<file path="config.mk">
export PLATFORM = sky130hd
export DESIGN_NAME = atm_txn_monitor
export DESIGN_NICKNAME = d
export VERILOG_FILES = /design/src/rtl/atm_pkg.sv /design/src/rtl/atm_log_ring.sv /design/src/rtl/atm_txn_monitor.sv
export SDC_FILE = /design/constraint.sdc
export NUM_CORES = 1
export LEC_CHECK = 0
export ABC_AREA = 0
export CORE_ASPECT_RATIO = 0.6
export CORE_MARGIN = 2
export CORE_UTILIZATION = 40
export DETAILED_ROUTE_END_ITERATION = 16
export SLEW_MARGIN = 30
export SYNTH_ARGS = -nofsm -noshare
export SYNTH_HDL_FRONTEND = slang
export SYNTH_HIERARCHICAL = 1
export SYNTH_SLANG_ARGS = --single-unit
export TNS_END_PERCENT = 5
</file>
<file path="constraint.sdc">
create_clock -name clk -period 3.5 [get_ports clk]
set_clock_uncertainty 0.05 [all_clocks]
set_input_delay 0.7 -clock clk [delete_from_list [all_inputs] [get_ports clk]]
set_output_delay 0.7 -clock clk [all_outputs]
set_load 0.05 [all_outputs]
</file>
<file path="src/rtl/atm_pkg.sv">
// Shared status/operation codes and log-entry layout for the ATM transaction monitor.
package atm_pkg;

   localparam int LOG_W   = 16;
   localparam int ST_W    = 2;
   localparam int OP_W    = 2;
   localparam int AMT_W   = 6;
   localparam int BAL_W   = 6;
   localparam int ST_LSB  = 14;
   localparam int OP_LSB  = 12;
   localparam int AMT_LSB = 6;
   localparam int BAL_LSB = 0;

   typedef enum logic [1:0] {
      ST_SUCCESS = 2'b00,
      ST_NOBAL   = 2'b01,
      ST_BADPIN  = 2'b10
   } status_e;

   typedef enum logic [1:0] {
      OP_DEPOSIT  = 2'b00,
      OP_BALANCE  = 2'b01,
      OP_WITHDRAW = 2'b10
   } op_e;

   // Wrong-PIN entries carry no meaningful operation/amount, so those fields are zeroed.
   function automatic logic [LOG_W-1:0] make_entry(input status_e st,
                                                   input logic [OP_W-1:0] op,
                                                   input logic [AMT_W-1:0] amt,
                                                   input logic [BAL_W-1:0] bal);
      logic [LOG_W-1:0] e;
      e = {LOG_W{1'b0}};
      e[ST_LSB +: ST_W] = st;
      if (st == ST_BADPIN) begin
         e[OP_LSB +: OP_W]   = OP_DEPOSIT;
         e[AMT_LSB +: AMT_W] = {AMT_W{1'b0}};
      end else begin
         e[OP_LSB +: OP_W]   = op;
         e[AMT_LSB +: AMT_W] = amt;
      end
      e[BAL_LSB +: BAL_W] = bal;
      return e;
   endfunction

endpackage

</file>
<file path="src/rtl/atm_log_ring.sv">
// Circular log buffer: overwrites the oldest entry when full, one read per cycle.
module atm_log_ring #(
   parameter int DEPTH = 8,
   parameter int W     = 16
) (
   input  logic                     clk,
   input  logic                     rst_n,
   input  logic                     wr_en,
   input  logic [W-1:0]             wr_data,
   input  logic                     rd_en,
   output logic [W-1:0]             rd_data,
   output logic                     rd_valid,
   output logic                     empty,
   output logic                     full,
   output logic [$clog2(DEPTH):0]   count,
   output logic                     overflow
);

   localparam int PW = $clog2(DEPTH);
   localparam int CW = PW + 1;

   logic [W-1:0]  mem_r [DEPTH];
   logic [PW-1:0] wr_ptr_r;
   logic [PW-1:0] rd_ptr_r;
   logic [CW-1:0] count_r;
   logic [W-1:0]  rd_data_r;
   logic          rd_valid_r;
   logic          overflow_r;
   logic          empty_s;
   logic          full_s;
   logic          do_rd_s;

   assign empty_s = (count_r == {CW{1'b0}});
   assign full_s  = (count_r == CW'(DEPTH));
   assign do_rd_s = rd_en & ~empty_s;

   // Storage array; a write into a full slot being read returns the old value.
   always_ff @(posedge clk) begin
      if (rst_n && wr_en) begin
         mem_r[wr_ptr_r] <= wr_data;
      end
   end

   // Pointers, occupancy, sticky overflow and read port.
   always_ff @(posedge clk) begin
      if (!rst_n) begin
         wr_ptr_r   <= {PW{1'b0}};
         rd_ptr_r   <= {PW{1'b0}};
         count_r    <= {CW{1'b0}};
         rd_data_r  <= {W{1'b0}};
         rd_valid_r <= 1'b0;
         overflow_r <= 1'b0;
      end else begin
         rd_valid_r <= do_rd_s;
         if (do_rd_s) begin
            rd_data_r <= mem_r[rd_ptr_r];
         end
         if (wr_en) begin
            wr_ptr_r <= wr_ptr_r + PW'(1'b1);
         end
         // A write into a full buffer without a read drops the oldest entry.
         if (do_rd_s || (wr_en && full_s)) begin
            rd_ptr_r <= rd_ptr_r + PW'(1'b1);
         end
         if (wr_en && full_s && !do_rd_s) begin
            overflow_r <= 1'b1;
         end
         if (wr_en && !do_rd_s && !full_s) begin
            count_r <= count_r + CW'(1'b1);
         end else if (!wr_en && do_rd_s) begin
            count_r <= count_r - CW'(1'b1);
         end
      end
   end

   assign rd_data  = rd_data_r;
   assign rd_valid = rd_valid_r;
   assign empty    = empty_s;
   assign full     = full_s;
   assign count    = count_r;
   assign overflow = overflow_r;

endmodule

</file>
<file path="src/rtl/atm_txn_monitor.sv">
// Passive ATM result monitor: edge-detects results, logs them, and tracks wrong-PIN lockout.
module atm_txn_monitor
   import atm_pkg::*;
#(
   parameter int DEPTH     = 8,
   parameter int MAX_TRIES = 3
) (
   input  logic                     clk,
   input  logic                     rst_n,
   input  logic                     incard,
   input  logic [1:0]               operation,
   input  logic [5:0]               amount,
   input  logic [5:0]               balance,
   input  logic                     success,
   input  logic                     nobalance,
   input  logic                     incorrectpassword,
   input  logic                     rd_en,
   input  logic                     unlock,
   output logic [15:0]              rd_data,
   output logic                     rd_valid,
   output logic                     empty,
   output logic                     full,
   output logic [$clog2(DEPTH):0]   count,
   output logic                     overflow,
   output logic                     card_retain,
   output logic [3:0]               fail_cnt
);

   logic             armed_r;
   logic             hist_suc_r;
   logic             hist_nob_r;
   logic             hist_bad_r;
   logic             hist_card_r;
   logic             rise_suc_s;
   logic             rise_nob_s;
   logic             rise_bad_s;
   logic             card_fall_s;
   logic             ev_s;
   status_e          st_s;
   logic [LOG_W-1:0] entry_s;
   logic [3:0]       fail_cnt_r;
   logic             card_retain_r;

   // armed_r is low for the first cycle after reset so pre-reset levels never look like edges.
   assign rise_suc_s  = armed_r & success & ~hist_suc_r;
   assign rise_nob_s  = armed_r & nobalance & ~hist_nob_r;
   assign rise_bad_s  = armed_r & incorrectpassword & ~hist_bad_r;
   assign card_fall_s = armed_r & ~incard & hist_card_r;
   assign ev_s        = rise_suc_s | rise_nob_s | rise_bad_s;

   // Coincident edges collapse to one event; wrong PIN dominates.
   always_comb begin
      st_s = ST_SUCCESS;
      if (rise_bad_s) begin
         st_s = ST_BADPIN;
      end else if (rise_nob_s) begin
         st_s = ST_NOBAL;
      end else begin
         st_s = ST_SUCCESS;
      end
   end

   assign entry_s = make_entry(st_s, operation, amount, balance);

   // Previous-cycle copies of the status levels for edge detection.
   always_ff @(posedge clk) begin
      if (!rst_n) begin
         armed_r     <= 1'b0;
         hist_suc_r  <= 1'b0;
         hist_nob_r  <= 1'b0;
         hist_bad_r  <= 1'b0;
         hist_card_r <= 1'b0;
      end else begin
         armed_r     <= 1'b1;
         hist_suc_r  <= success;
         hist_nob_r  <= nobalance;
         hist_bad_r  <= incorrectpassword;
         hist_card_r <= incard;
      end
   end

   // Consecutive wrong-PIN counter and sticky card retention; unlock overrides everything.
   always_ff @(posedge clk) begin
      if (!rst_n) begin
         fail_cnt_r    <= 4'd0;
         card_retain_r <= 1'b0;
      end else begin
         if (unlock) begin
            fail_cnt_r <= 4'd0;
         end else if (card_retain_r) begin
            fail_cnt_r <= fail_cnt_r;
         end else if (rise_bad_s) begin
            fail_cnt_r <= (fail_cnt_r == 4'hF) ? 4'hF : fail_cnt_r + 4'd1;
         end else if (rise_suc_s || rise_nob_s || card_fall_s) begin
            fail_cnt_r <= 4'd0;
         end
         if (unlock) begin
            card_retain_r <= 1'b0;
         end else if (fail_cnt_r >= 4'(MAX_TRIES)) begin
            card_retain_r <= 1'b1;
         end
      end
   end

   atm_log_ring #(
      .DEPTH (DEPTH),
      .W     (LOG_W)
   ) u_ring (
      .clk      (clk),
      .rst_n    (rst_n),
      .wr_en    (ev_s),
      .wr_data  (entry_s),
      .rd_en    (rd_en),
      .rd_data  (rd_data),
      .rd_valid (rd_valid),
      .empty    (empty),
      .full     (full),
      .count    (count),
      .overflow (overflow)
   );

   assign fail_cnt    = fail_cnt_r;
   assign card_retain = card_retain_r;

endmodule

</file>
==> flow_summary.ini, run 1 <==
[worst_setup_path]
crit-reg2reg-launch = u_ring/count[0]$_SDFFE_PN0P_
r2r_end = u_ring/count[3]$_SDFFE_PN0P_
criticalPathCategory = reg -> out
arrival_ns = 2.42
critPathMaxFanout = 9
reg2reg_slack_ns = 0.85
start_kind = flip-flop
crit_path_end_kind = primary output
cp_cell_sequence = or4b_2, inv_1, clkdlybuf4s50_1
crit_path_top_delay_cell = clkdlybuf4s50_1
cp.required_ns = 2.75
reg2regPathDepth = 7
max_stage_delay_ns = 0.79

[clocking]
cts_hold_buf = 0
postCtsResizedCells = 0
cts_num_sinks = 166
cts_made_buffers = 17
postCtsSetupBuffers = 0
clock_latency_ns = 0.42
cts_tree = yes
htreeDepth = 4
clockBufferDepth = 2
clkTransAtPathRegs_ns = 0.07
clock-root-buffer = clkbuf_16

[synthesis]
synth_area_leaders = edfxtp_1, dfxtp_1, mux4_2, a221o_1, and2_1
ys_async_sr_fraction_pct = 0
yosysUniqueCellTypes = 49
ys_warn_count = 6
syn_area_per_cell_um2 = 17.7
syn_inst = 365
seq_area_frac_synth_pct = 71.1
yosysTopAreaCell = edfxtp_1
syn-cell-area_mm2 = 0.00648
syn-num-nets = 393
ys_ff_latch = 166
synth_edf_count = 128
ys.flop_type = edfxtp_1
synth_top_area_share_pct = 59.4

[power_and_ir_drop]
pwr-share-clk_pct = 32.3
power.density_mw_per_mm2 = 730
intPower_w = 0.00399
pwr-share-seq_pct = 41.8
power.leakage_nw = 2.69
switching_share_pct = 30.8
max-vdd-ir-drop_v = 0.000373
pwr-share-comb_pct = 25.9
switchingPower_w = 0.00178

[min_path]
min_to = u_ring/rd_data[5]$_SDFFE_PN0P_
holdCritStartpoint = u_ring/rd_data[5]$_SDFFE_PN0P_
holdPathStages = 1
hold_class = reg -> reg

[layout]
syn2layout_area_growth_pct = 22.0
multi_input_area_mm2 = 0.00177
area.sequential_mm2 = 0.00461
num_antenna_cells = 0
drive_gt1_share_pct = 20.7
nFillCells = 1284
final_common_cell = edfxtp_1
final_cell_mix = edfxtp_1, clkdlybuf4s50_1, dfxtp_1, mux4_2, buf_4
nets = 464

[global_route]
first_global_vias = 3585
antenna_found_initial = 0
grt_max_degree = 19
grt_usage_pct = 16.4
grt_pass1_wl_mm = 20.7
grt_overflow = 0

[sta]
rsz0062_at_grt = no
max_slew_margin_pct = 50.5
fin_hold_ws_ns = 0.435
tightestPinTransition_ns = 0.732
maxSlewViolCount = 0
hold_violations = 0
fin_crit_ns = 3.17
clock.fmax_mhz = 316
fin_ws_ns = 0.333
tns_ns = 0
min_period_over_period_pct = 90.5
setup_viol = 0

[floorplanning]
dieHeight_um = 103
die_x_um = 168
pin_count = 51
row_count = 35
core_region_area_mm2 = 0.0156
die_area_mm2 = 0.0173
start_util_pct = 41.5

[drt]
final_antenna_net_count = 0
drt-total-wl_mm = 13.3
drc = 0
wire_per_inst_um = 20.4
vias = 3619
vias_per_cell = 5.55
drt-initial-drc-count = 275
firstDrtPassIters = 4

[placed_design]
io_buffers = 50
place_hpwl_mm = 8.14
dp_slack_ns = 0.269
gp_congestion = 0.807

[outcome]
outcome = finished clean

[run]
drv_cap = 0
==> metal layers <==
layer  GRT usage (%)  vias up  share of wire, %
met2            26.3       94                47
met3            4.11       17               4.2
li1                -     1610                 -
met1            22.7     1898                48
met4            4.24        0              0.72
met5               0        -                 0
==> kinds of logic (layout without fill, tap and decap cells) <==
group,count (synthesis),in the layout,share of synthesized area (%)
buffers and inverters,23,107,1.76
adders and majority gates,6,6,1.28
and+or+nand+nor,92,92,8.83
DFF,166,166,71.1
muxes,36,36,11.7
AOI/OAI and AO/OA,37,37,4.62
xor gates and xnor gates,5,5,0.676
==> metrics by stage <==
stage / area (um^2) / util (%) / total power, W / cells
2_1_floorplan: 6480 / - / 0.00351 / 365
4_1_cts: 7900 / 50.7 / 0.00582 / 652
3_5_place_dp: 7310 / 46.9 / 0.00396 / 620
5_1_grt: 7900 / 50.7 / 0.00600 / 652
3_3_place_gp: 7310 / 46.9 / 0.00393 / 620
6_report: 7900 / 50.7 / 0.00577 / 652
==> worst max path at each step <==
stage                                       from                              end
global placement               incorrectpassword  u_ring/rd_ptr_r[0]$_SDFFE_PN0P_
finish              u_ring/count[0]$_SDFFE_PN0P_                             full
global route        u_ring/count[0]$_SDFFE_PN0P_                             full
CTS                 u_ring/count[0]$_SDFFE_PN0P_                             full
detailed placement             incorrectpassword  u_ring/rd_ptr_r[0]$_SDFFE_PN0P_
floorplan                      incorrectpassword     u_ring/mem_r[5][0]$_DFFE_PP_
==> cells in the mapped netlist, types with 4 or more instances <==
| cell | instances |
|---|---|
| edfxtp_1 | 128 |
| dfxtp_1 | 38 |
| mux4_2 | 32 |
| and2_1 | 17 |
| and3_1 | 17 |
| a221o_1 | 16 |
| nand2_1 | 13 |
| clkbuf_1 | 10 |
| nor2_1 | 8 |
| ha_1 | 5 |
| inv_1 | 5 |
| nand3_1 | 5 |
| nor2b_1 | 5 |
| a31oi_1 | 4 |
| buf_2 | 4 |
| mux2i_1 | 4 |
| nand2b_1 | 4 |
| nor3_1 | 4 |
| o21ai_0 | 4 |
==> power by group through the flow <==
stage               combinational [W]  clock (W)  sequential (W)
detailed placement            0.00151          0         0.00245
CTS                           0.00151    0.00190         0.00241
finish                        0.00149    0.00186         0.00241
global placement              0.00148          0         0.00245
floorplan                    0.000857          0         0.00265
global route                  0.00159    0.00198         0.00243
==> flip-flops by register name, summed over array words and instances, names as in the netlist <==
| register | count |
|---|---|
| u_ring/rd_ptr_r | 3 |
| u_ring/count | 4 |
| card_retain | 1 |
| hist_bad_r | 1 |
| hist_card_r | 1 |
| u_ring/overflow | 1 |
| armed_r | 1 |
| u_ring/rd_valid | 1 |
| u_ring/rd_data | 16 |
| hist_suc_r | 1 |
| u_ring/mem_r | 128 |
| fail_cnt | 4 |
| u_ring/wr_ptr_r | 3 |
| hist_nob_r | 1 |
==> critical path: cells and delay by family, from the launching register on <==
family / cells / cell delay [ns]
buffers and inverters: 2 / 0.87
AND/OR/NAND/NOR: 1 / 0.72
flip-flops: 1 / 0.41
==> cell type report <==
class / instances / area share [%]
Multi-Input combinational cell: 176 / 22.4
Tap cell: 203 / 3.21
Clock inverter: 14 / 2.07
Sequential cell: 166 / 58.3
Clock buffer: 18 / 5.43
Inverter: 5 / 0.237
Timing Repair Buffer: 70 / 8.39
Note: power is estimated with default switching activity, not from simulation.
==> run 2, diff against run 1 <==
Settings changed: CORE_MARGIN 2 to not set.
==> run 2 against run 1 <==
Against the previous run: the flow now finishes with violations (DRC); setup slack better by 0.016 ns; core utilization is 0.072 points lower; critical endpoint unchanged; sequential share of layout area is 0.083 points higher; non-clock buffer count stayed put; largest cell class unchanged; sequential power hardly changed; final area is 0.14% lower; register-to-register slack better by 0.09 ns; largest power group unchanged.
==> flow_summary.ini, run 2 (synthesis gave the netlist of run 1 again) <==
[outcome]
outcome = finished, violations left
failed_checks = DRC

[worst_setup_path]
endpoint = full
critPathLaunch = u_ring/count[0]$_SDFFE_PN0P_
r2r_end = u_ring/count[3]$_SDFFE_PN0P_
cp_cell_sequence = or4b_2, inv_1, clkdlybuf4s50_1
crit-reg2reg-launch = u_ring/count[0]$_SDFFE_PN0P_
crit_path_end_kind = primary output
critPathMaxFanout = 9
crit_path_top_delay_cell = clkdlybuf4s50_1
cp.required_ns = 2.75
arrival_ns = 2.40
max_stage_delay_ns = 0.79
start_kind = flip-flop
reg2regPathDepth = 7
reg2reg_slack_ns = 0.94
criticalPathCategory = reg -> out

[clocking]
postCtsResizedCells = 0
clkTransAtPathRegs_ns = 0.07
htreeDepth = 4
clock_latency_ns = 0.42
cts_hold_buf = 0
cts_tree = yes
clock-root-buffer = clkbuf_16
cts_num_sinks = 166
cts_made_buffers = 17
postCtsSetupBuffers = 0
clockBufferDepth = 2

[global_route]
antenna_found_initial = 0
grt_usage_pct = 17.1
grt_pass1_wl_mm = 20.7
grt_max_degree = 35
grt_overflow = 0
first_global_vias = 3544

[floorplanning]
pin_count = 51
row_count = 35
start_util_pct = 41.5
die_area_mm2 = 0.0167
core_region_area_mm2 = 0.0156
die_x_um = 166
dieHeight_um = 101

[drt]
drt-total-wl_mm = 13.3
vias = 3506
wire_per_inst_um = 20.4
drc = 2
firstDrtPassIters = 10
final_antenna_net_count = 0
vias_per_cell = 5.38
drt-initial-drc-count = 381

[sta]
fin_crit_ns = 3.15
rsz0062_at_grt = no
hold_violations = 0
max_slew_margin_pct = 60.1
fin_hold_ws_ns = 0.435
clock.fmax_mhz = 317
maxSlewViolCount = 0
tns_ns = 0
setup_viol = 0
min_period_over_period_pct = 90.0
tightestPinTransition_ns = 0.596

[run]
drv_cap = 0

[placed_design]
place_hpwl_mm = 8.00
gp_congestion = 0.750
io_buffers = 50

[power_and_ir_drop]
max-vdd-ir-drop_v = 0.000337
power.density_mw_per_mm2 = 723
power.leakage_nw = 2.69

[layout]
largest_register_ffs = 128
syn2layout_area_growth_pct = 21.9
nets = 464
num_antenna_cells = 0
final_common_cell = edfxtp_1
drive_gt1_share_pct = 21.2
final_cell_mix = edfxtp_1, clkdlybuf4s50_1, dfxtp_1, mux4_2, buf_4
regMostFlops = u_ring/mem_r

[min_path]
hold_class = reg -> reg
[run 2: changes by cell type in the layout (fill, tap and decap cells not counted), sizes merged]
cell    change
bufinv      -2
clkbuf      -1
inv         +2
clkinv      +1
[run 2: layer usage]
metal / wire (um) / global-route usage [%]
met3: 585 / 4.32
met5: 0 / 0
met1: 6600 / 24.3
met4: 127 / 5.56
met2: 6000 / 25.8
[run 2: critical path: cells and delay by family (launching register included)]
kind	cells	cell delay (ns)
buffers and inverters	2	0.87
AND/OR/NAND/NOR	1	0.71
flip-flops	1	0.41
[run 2: report_power, final]
group          internal [W]  switching (W)
Combinational      0.000674       0.000831
Clock              0.000952       0.000853
Sequential          0.00224       0.000154
[run 2: final cells by class]
class / instances / area [um^2]
well taps: 203 / 254
flip-flops and latches: 166 / 4610
clock buffers: 17 / 425
repair buffers: 70 / 663
fillers: 1300 / 7700
multi-input cells: 176 / 1770
clock inverters: 15 / 156
inverters: 5 / 18.8
[run 2: how the worst min path moves through the flow]
stage	startpoint	slack (ns)	to	cells past startpoint
finish	u_ring/rd_data[14]$_SDFFE_PN0P_	0.43	u_ring/rd_data[14]$_SDFFE_PN0P_	1
CTS	u_ring/rd_data[5]$_SDFFE_PN0P_	0.44	u_ring/rd_data[5]$_SDFFE_PN0P_	1
detailed placement	u_ring/rd_data[5]$_SDFFE_PN0P_	0.42	u_ring/rd_data[5]$_SDFFE_PN0P_	1
floorplan	armed_r$_DFF_P_	0.48	fail_cnt[0]$_SDFFE_PP0P_	2
global placement	u_ring/rd_data[14]$_SDFFE_PN0P_	0.42	u_ring/rd_data[14]$_SDFFE_PN0P_	1
global route	u_ring/rd_data[14]$_SDFFE_PN0P_	0.45	u_ring/rd_data[14]$_SDFFE_PN0P_	1
[run 2: through the flow]
| stage | worst slack (ns) | util, % | instances | instance area (um^2) | power [W] |
|---|---|---|---|---|---|
| after floorplan | 0.355 | - | 365 | 6480 | 0.00351 |
| after global placement | 0.452 | 46.9 | 620 | 7310 | 0.00395 |
| after detailed placement | 0.392 | 46.9 | 620 | 7310 | 0.00396 |
| after CTS | 0.311 | 50.6 | 652 | 7890 | 0.00577 |
| after global routing | 0.271 | 50.6 | 652 | 7890 | 0.00594 |
| final | 0.349 | 50.6 | 652 | 7890 | 0.00571 |
==> run 3, diff against run 2 <==
Settings changed: CTS_CLUSTER_DIAMETER set to 120.
==> results of run 3 <==
Final layout, timing and power as in run 2 (identical DEF).
==> variant 1 (config.mk and constraints of run 2) <==
Reset style: asynchronous (`rst_n`), changed in 3 clocked blocks.
--- a/src/rtl/atm_log_ring.sv
+++ b/src/rtl/atm_log_ring.sv
@@ -43,5 +43,5 @@
 
    // Pointers, occupancy, sticky overflow and read port.
-   always_ff @(posedge clk) begin
+   always_ff @(posedge clk or negedge rst_n) begin
       if (!rst_n) begin
          wr_ptr_r   <= {PW{1'b0}};
--- a/src/rtl/atm_txn_monitor.sv
+++ b/src/rtl/atm_txn_monitor.sv
@@ -64,5 +64,5 @@
 
    // Previous-cycle copies of the status levels for edge detection.
-   always_ff @(posedge clk) begin
+   always_ff @(posedge clk or negedge rst_n) begin
       if (!rst_n) begin
          armed_r     <= 1'b0;
@@ -81,5 +81,5 @@
 
    // Consecutive wrong-PIN counter and sticky card retention; unlock overrides everything.
-   always_ff @(posedge clk) begin
+   always_ff @(posedge clk or negedge rst_n) begin
       if (!rst_n) begin
          fail_cnt_r    <= 4'd0;
Function: differs if rst_n is asserted again (counterexample within 4 cycles, from zero or initial values and one cycle with rst_n low); with rst_n held inactive, the same outputs for 10 cycles.
==> variant 1 against run 2 <==
- area after synthesis is 4.0% higher
- combinational power is 45% higher
- register-to-register slack better by 90 ps
- design area is 2.8% higher
- die area is 4.0% higher
- core utilization is 1.0 points lower
- sequential cell count stayed put
- non-clock buffer count is 8 lower
- routed wire length is 1.1% higher
- final cell count is 10% higher
- total power is 18% higher
- worst setup slack better by 29 ps
==> variant 1: results (changes against run 2) <==
| Metric | Value |
|---|---|
| Ys Warns | 6 (unchanged) |
| First-pass GRT wire length | 21000 um (was 20700 um) |
| Largest delay share family, worst path | buffers and inverters (unchanged) |
| Inserted Diodes | 0 (unchanged) |
| CTS Root Cell | clkbuf_16 (unchanged) |
| DR pass1 iterations | 4 (was 10) |
| RD Place Congestion | 0.716 (was 0.750) |
| Nets | 504 (was 464) |
| Clk_lat worst skew | slightly above 400 ps |
| Top post-synthesis cells by count | 128 x edfxtp_1, 38 x dfrtp_1, 34 x mux2i_1 (was 128 x edfxtp_1, 38 x dfxtp_1, 32 x mux4_2) |
| Total clock buffers created by CTS | 17 (unchanged) |
| Part of the Yosys area used for sequential elements | 71.2% (was 71.1%) |
| Buffers on Ports | 50 (unchanged) |
| Final wirelength | 13500 um (was 13300 um) |
| LEAKAGE | 2.91 nW (was 2.69 nW) |
| Crit path max fanout | 7 (was 9) |
| Post-synth EDFFs | 128 (unchanged) |
| CTS resizes | 0 (unchanged) |
| Status | complete, no violations (was complete, but fails checks) |
| Most flops, register | u_ring/mem_r (unchanged) |
| Rel. slew slack | 42.4% (was 60.1%) |
| Peak supply drop | 0.000393 V (was 0.000337 V) |
| FFs w/ async S/R, synth | 22.9% (was 0%) |
| # setup viols final | 0 (unchanged) |
| DR vias | 3618 (was 3506) |
| Fillers | 1365 (was 1300) |
| Sum Neg Setup Slack | 0 ps (unchanged) |
| Switching pwr | 0.00231 W (was 0.00184 W) |
| Clock buffer depth | 2 (unchanged) |
| Slowest cell on the critical path | clkdlybuf4s50_1 (unchanged) |
| Share of layout cells above drive strength 1 | 18.2% (was 21.2%) |
| Netlist cell types | 51 (was 49) |
| Crit-path max cell delay | 810 ps (was 790 ps) |
| Post-Syn Nets | 441 (was 393) |
| Final HPWL DP | 7810 um (was 8000 um) |
| Drt initial violations | 255 (was 381) |
| Largest net degree at the start of global routing | 57 (was 35) |
| Synth Flop Type | edfxtp_1 (unchanged) |
| Gr usage total | 16.7% (was 17.1%) |
| Worst EP arrival | 2370 ps (was 2400 ps) |
| Hold crit path type | primary input to asynchronous set/reset pin (was register to register) |
| Max FFs per register | 128 (unchanged) |
| Synth area leaders | edfxtp_1 57%, dfrtp_1 14%, mux2i_1 5.1% (was edfxtp_1 59%, dfxtp_1 12%, mux4_2 11%) |
| Antenna violations before repair | 0 (unchanged) |
| Post-CTS setup buffer count | 0 (unchanged) |
| Clock transition at path regs | around 60 ps |
| # H-tree levels | 4 (unchanged) |
[variant 1: cell types whose count changed after synthesis, sizes merged, moves of 7 or more]
cell / before / now
dfrtp: 0 / 38
dfxtp: 38 / 0
mux2: 0 / 36
mux4: 32 / 0
mux2i: 4 / 34
and3: 18 / 0
o21ai: 4 / 20
o22ai: 0 / 16
nand2: 14 / 25
and2: 17 / 10
[variant 1: routing by layer]
layer	share of wire, %	global-route usage, %	wire, um
met1	51	23.9	6860
met2	44	25.8	5950
met3	3.9	3.80	526
met4	0.88	4.92	119
met5	0	0	0
[variant 1: layout make-up]
type                    instances  share of cell area, %
well taps                     228                   3.52
clock buffers                  17                   5.24
flip-flops and latches        166                   59.1
inverters                       6                  0.278
repair buffers                 62                   7.37
multi-input cells             223                   22.1
clock inverters                15                   2.39
[variant 1: cell families (layout without fill, tap and decap cells)]
| group | after synthesis | count (layout) | synth area share, % |
|---|---|---|---|
| buffers and inverters | 24 | 100 | 2.64 |
| and+or+nand+nor | 69 | 69 | 5.59 |
| adders and majority gates | 6 | 6 | 1.23 |
| muxes | 70 | 70 | 11.1 |
| DFF | 166 | 166 | 71.2 |
| xor gates and xnor gates | 7 | 7 | 0.910 |
| AOI/OAI and AO/OA | 70 | 70 | 7.35 |
| other | 1 | 1 | 0.0557 |
[variant 1: power by group through the flow]
stage          registers [W]  clock network, W  logic, W
4_1_cts              0.00260           0.00198   0.00220
3_3_place_gp         0.00262                 0   0.00217
6_report             0.00260           0.00194   0.00218
3_5_place_dp         0.00264                 0   0.00220
2_1_floorplan        0.00301                 0   0.00123
5_1_grt              0.00264           0.00206   0.00233
[variant 1: final timing paths]
path	start	to	slack [ps]	cells past startpoint
setup / recovery	u_ring/count[1]	empty	380	3
hold / removal	rst_n	u_ring/wr_ptr_r[2]	40	1
setup reg to reg	u_ring/count[1]	u_ring/count[3]	1030	8
hold reg to reg	u_ring/rd_data[2]	u_ring/rd_data[2]	430	2
max in group asynchronous	rst_n	u_ring/rd_ptr_r[0]	2590	2
min in group clk	u_ring/rd_data[2]	u_ring/rd_data[2]	430	2
[variant 1: stage by stage]
stage / instances / util [%] / setup slack (ps) / hold slack, ps / instance area [um2]
2_1_floorplan: 413 / - / 319 / 354 / 6740
3_3_place_gp: 685 / 45.8 / 564 / 417 / 7480
3_5_place_dp: 685 / 45.8 / 490 / 425 / 7490
4_1_cts: 717 / 49.6 / 340 / 26.0 / 8110
5_1_grt: 717 / 49.6 / 292 / 20.1 / 8110
6_report: 717 / 49.6 / 378 / 39.7 / 8110
==> variant 2 (settings of run 2) <==
Made on the original files. Put a register stage on the output `count`, cleared by the reset. The value now appears one clock later. The other outputs are not delayed to match.
--- a/src/rtl/atm_txn_monitor.sv
+++ b/src/rtl/atm_txn_monitor.sv
@@ -26,4 +26,6 @@
    output logic [3:0]               fail_cnt
 );
+
+   logic [$clog2(DEPTH):0] count_d;
 
    logic             armed_r;
@@ -116,5 +118,5 @@
       .empty    (empty),
       .full     (full),
-      .count    (count),
+      .count    (count_d),
       .overflow (overflow)
    );
@@ -123,4 +125,12 @@
    assign card_retain = card_retain_r;
 
+   always_ff @(posedge clk) begin
+      if (!rst_n) begin
+         count <= '0;
+      end else begin
+         count <= count_d;
+      end
+   end
+
 endmodule
 
Formal check against the unedited RTL: not equivalent (a bounded check fails within 4 cycles, from zero or initial values and one cycle with rst_n low).
==> variant 2 against run 2 <==
- count of clock-buffer cells in the layout is 2 higher
- global-route usage is 0.49 points lower
- final cell count is 0.15% higher
- routed wire length is 1.0% lower
- hold slack better by 1.5 ps
- sequential share of layout area is 0.44 points higher
- worst setup slack worse by 16 ps
- design area is 0.98% higher
- total power is 1.4% higher
- area after synthesis is 1.5% higher
- critical path depth stayed put
- sequential cell count is 4 higher
==> variant 2: results (changes against run 2) <==
| Metric | Value |
|---|---|
| Final period util | 90.5% (was 90.0%) |
| Hold slack | 436 ps (was 435 ps) |
| Drt wl/cell | 20.2 um (was 20.4 um) |
| Top post-synthesis cells by count | 128 x edfxtp_1, 42 x dfxtp_1, 32 x mux4_2 (was 128 x edfxtp_1, 38 x dfxtp_1, 32 x mux4_2) |
| Synth Area in Compound Gates | 4.68% (was 4.62%) |
| CTS resizes | 0 (unchanged) |
| Worst EP arrival | 2420 ps (was 2400 ps) |
| Multiplexer share of the synthesized area | 11.9% (was 11.7%) |
| Placed Cells | 621 (was 620) |
| Status | complete, no violations (was complete, but fails checks) |
| Power Total | 0.00579 W (was 0.00571 W) |
| Final HPWL DP | 7810 um (was 8000 um) |
| Hold crit path type | register to register (unchanged) |
| Netlist cell types | 47 (was 49) |
| DR pass1 iterations | 5 (was 10) |
| Peak supply drop | 0.000372 V (was 0.000337 V) |
| Vias in the first global route | 3634 (was 3544) |
| LEAKAGE | 2.70 nW (was 2.69 nW) |
| Part of the Yosys area used for sequential elements | 71.2% (was 71.1%) |
| Share of layout cells above drive strength 1 | 19.6% (was 21.2%) |
| Worst hold path endpoint | u_ring/rd_data[2] (was u_ring/rd_data[14]) |
| First-pass GRT wire length | 20200 um (was 20700 um) |
| Switching pwr | 0.00174 W (was 0.00184 W) |
| Drt initial violations | 170 (was 381) |
| XOR/XNOR Fraction of Synth Area | 0.666% (was 0.676%) |
| Dpl cell area | 7370 um2 (was 7310 um2) |
| Hold Startpoint | u_ring/rd_data[2] (was u_ring/rd_data[14]) |
| Rel. slew slack | 53.1% (was 60.1%) |
| Crit. Startpoint | u_ring/count[0] (unchanged) |
| P_comb | 0.00144 W (was 0.00150 W) |
| Post-Syn Nets | 401 (was 393) |
| Largest net degree at the start of global routing | 27 (was 35) |
| Synth Instances | 373 (was 365) |
| Min-Delay Path Depth | 1 (unchanged) |
| Synth area leaders | edfxtp_1 58%, dfxtp_1 13%, mux4_2 11% (was edfxtp_1 59%, dfxtp_1 12%, mux4_2 11%) |
| Synth Area in Adders | 1.26% (was 1.28%) |
| Pre-CTS setup slack | 280 ps (was 392 ps) |
| DR vias | 3485 (was 3506) |
| R2r setup slk | 950 ps |
| RD Place Congestion | 0.815 (was 0.750) |
| Max FFs per register | 128 (unchanged) |
| Seq pwr share | 42.3% (was 42.0%) |
| Post-CTS Hold Buffers | 0 (unchanged) |
| Gr usage total | 16.6% (was 17.1%) |
| # H-tree levels | 4 (unchanged) |
| Layout Cells excl Fill | 653 (was 652) |
| Post-CTS setup buffer count | 0 (unchanged) |
| Nets | 465 (was 464) |
| Ys Warns | 6 (unchanged) |
## variant 2: critical path: cells and delay by family (launching register included)
family,cells,cell delay [ps]
flops,1,400
buf+inv,2,870
simple gates,1,730
## variant 2: cell families (layout without fill, tap and decap cells)
kind of cell,Yosys count,in the layout
xor gates and xnor gates,5,5
buffers and inverters,25,102
adders and majority gates,6,6
AOI/OAI and AO/OA,37,37
and+or+nand+nor,92,92
muxes,38,38
DFF,170,170
## variant 2: routing by layer
layer	track usage, %	up-vias	routed length, um
li1	-	1605	-
met1	21.6	1795	6090
met2	27.3	77	6290
met3	3.95	8	664
met4	6.63	0	125
met5	0	-	0
## variant 2: layout make-up
type | count | area, um2
fillers | 1273 | 7710
flip-flops and latches | 170 | 4690
multi-input cells | 178 | 1780
repair buffers | 64 | 631
clock buffers | 19 | 443
well taps | 203 | 254
clock inverters | 13 | 154
inverters | 6 | 22.5
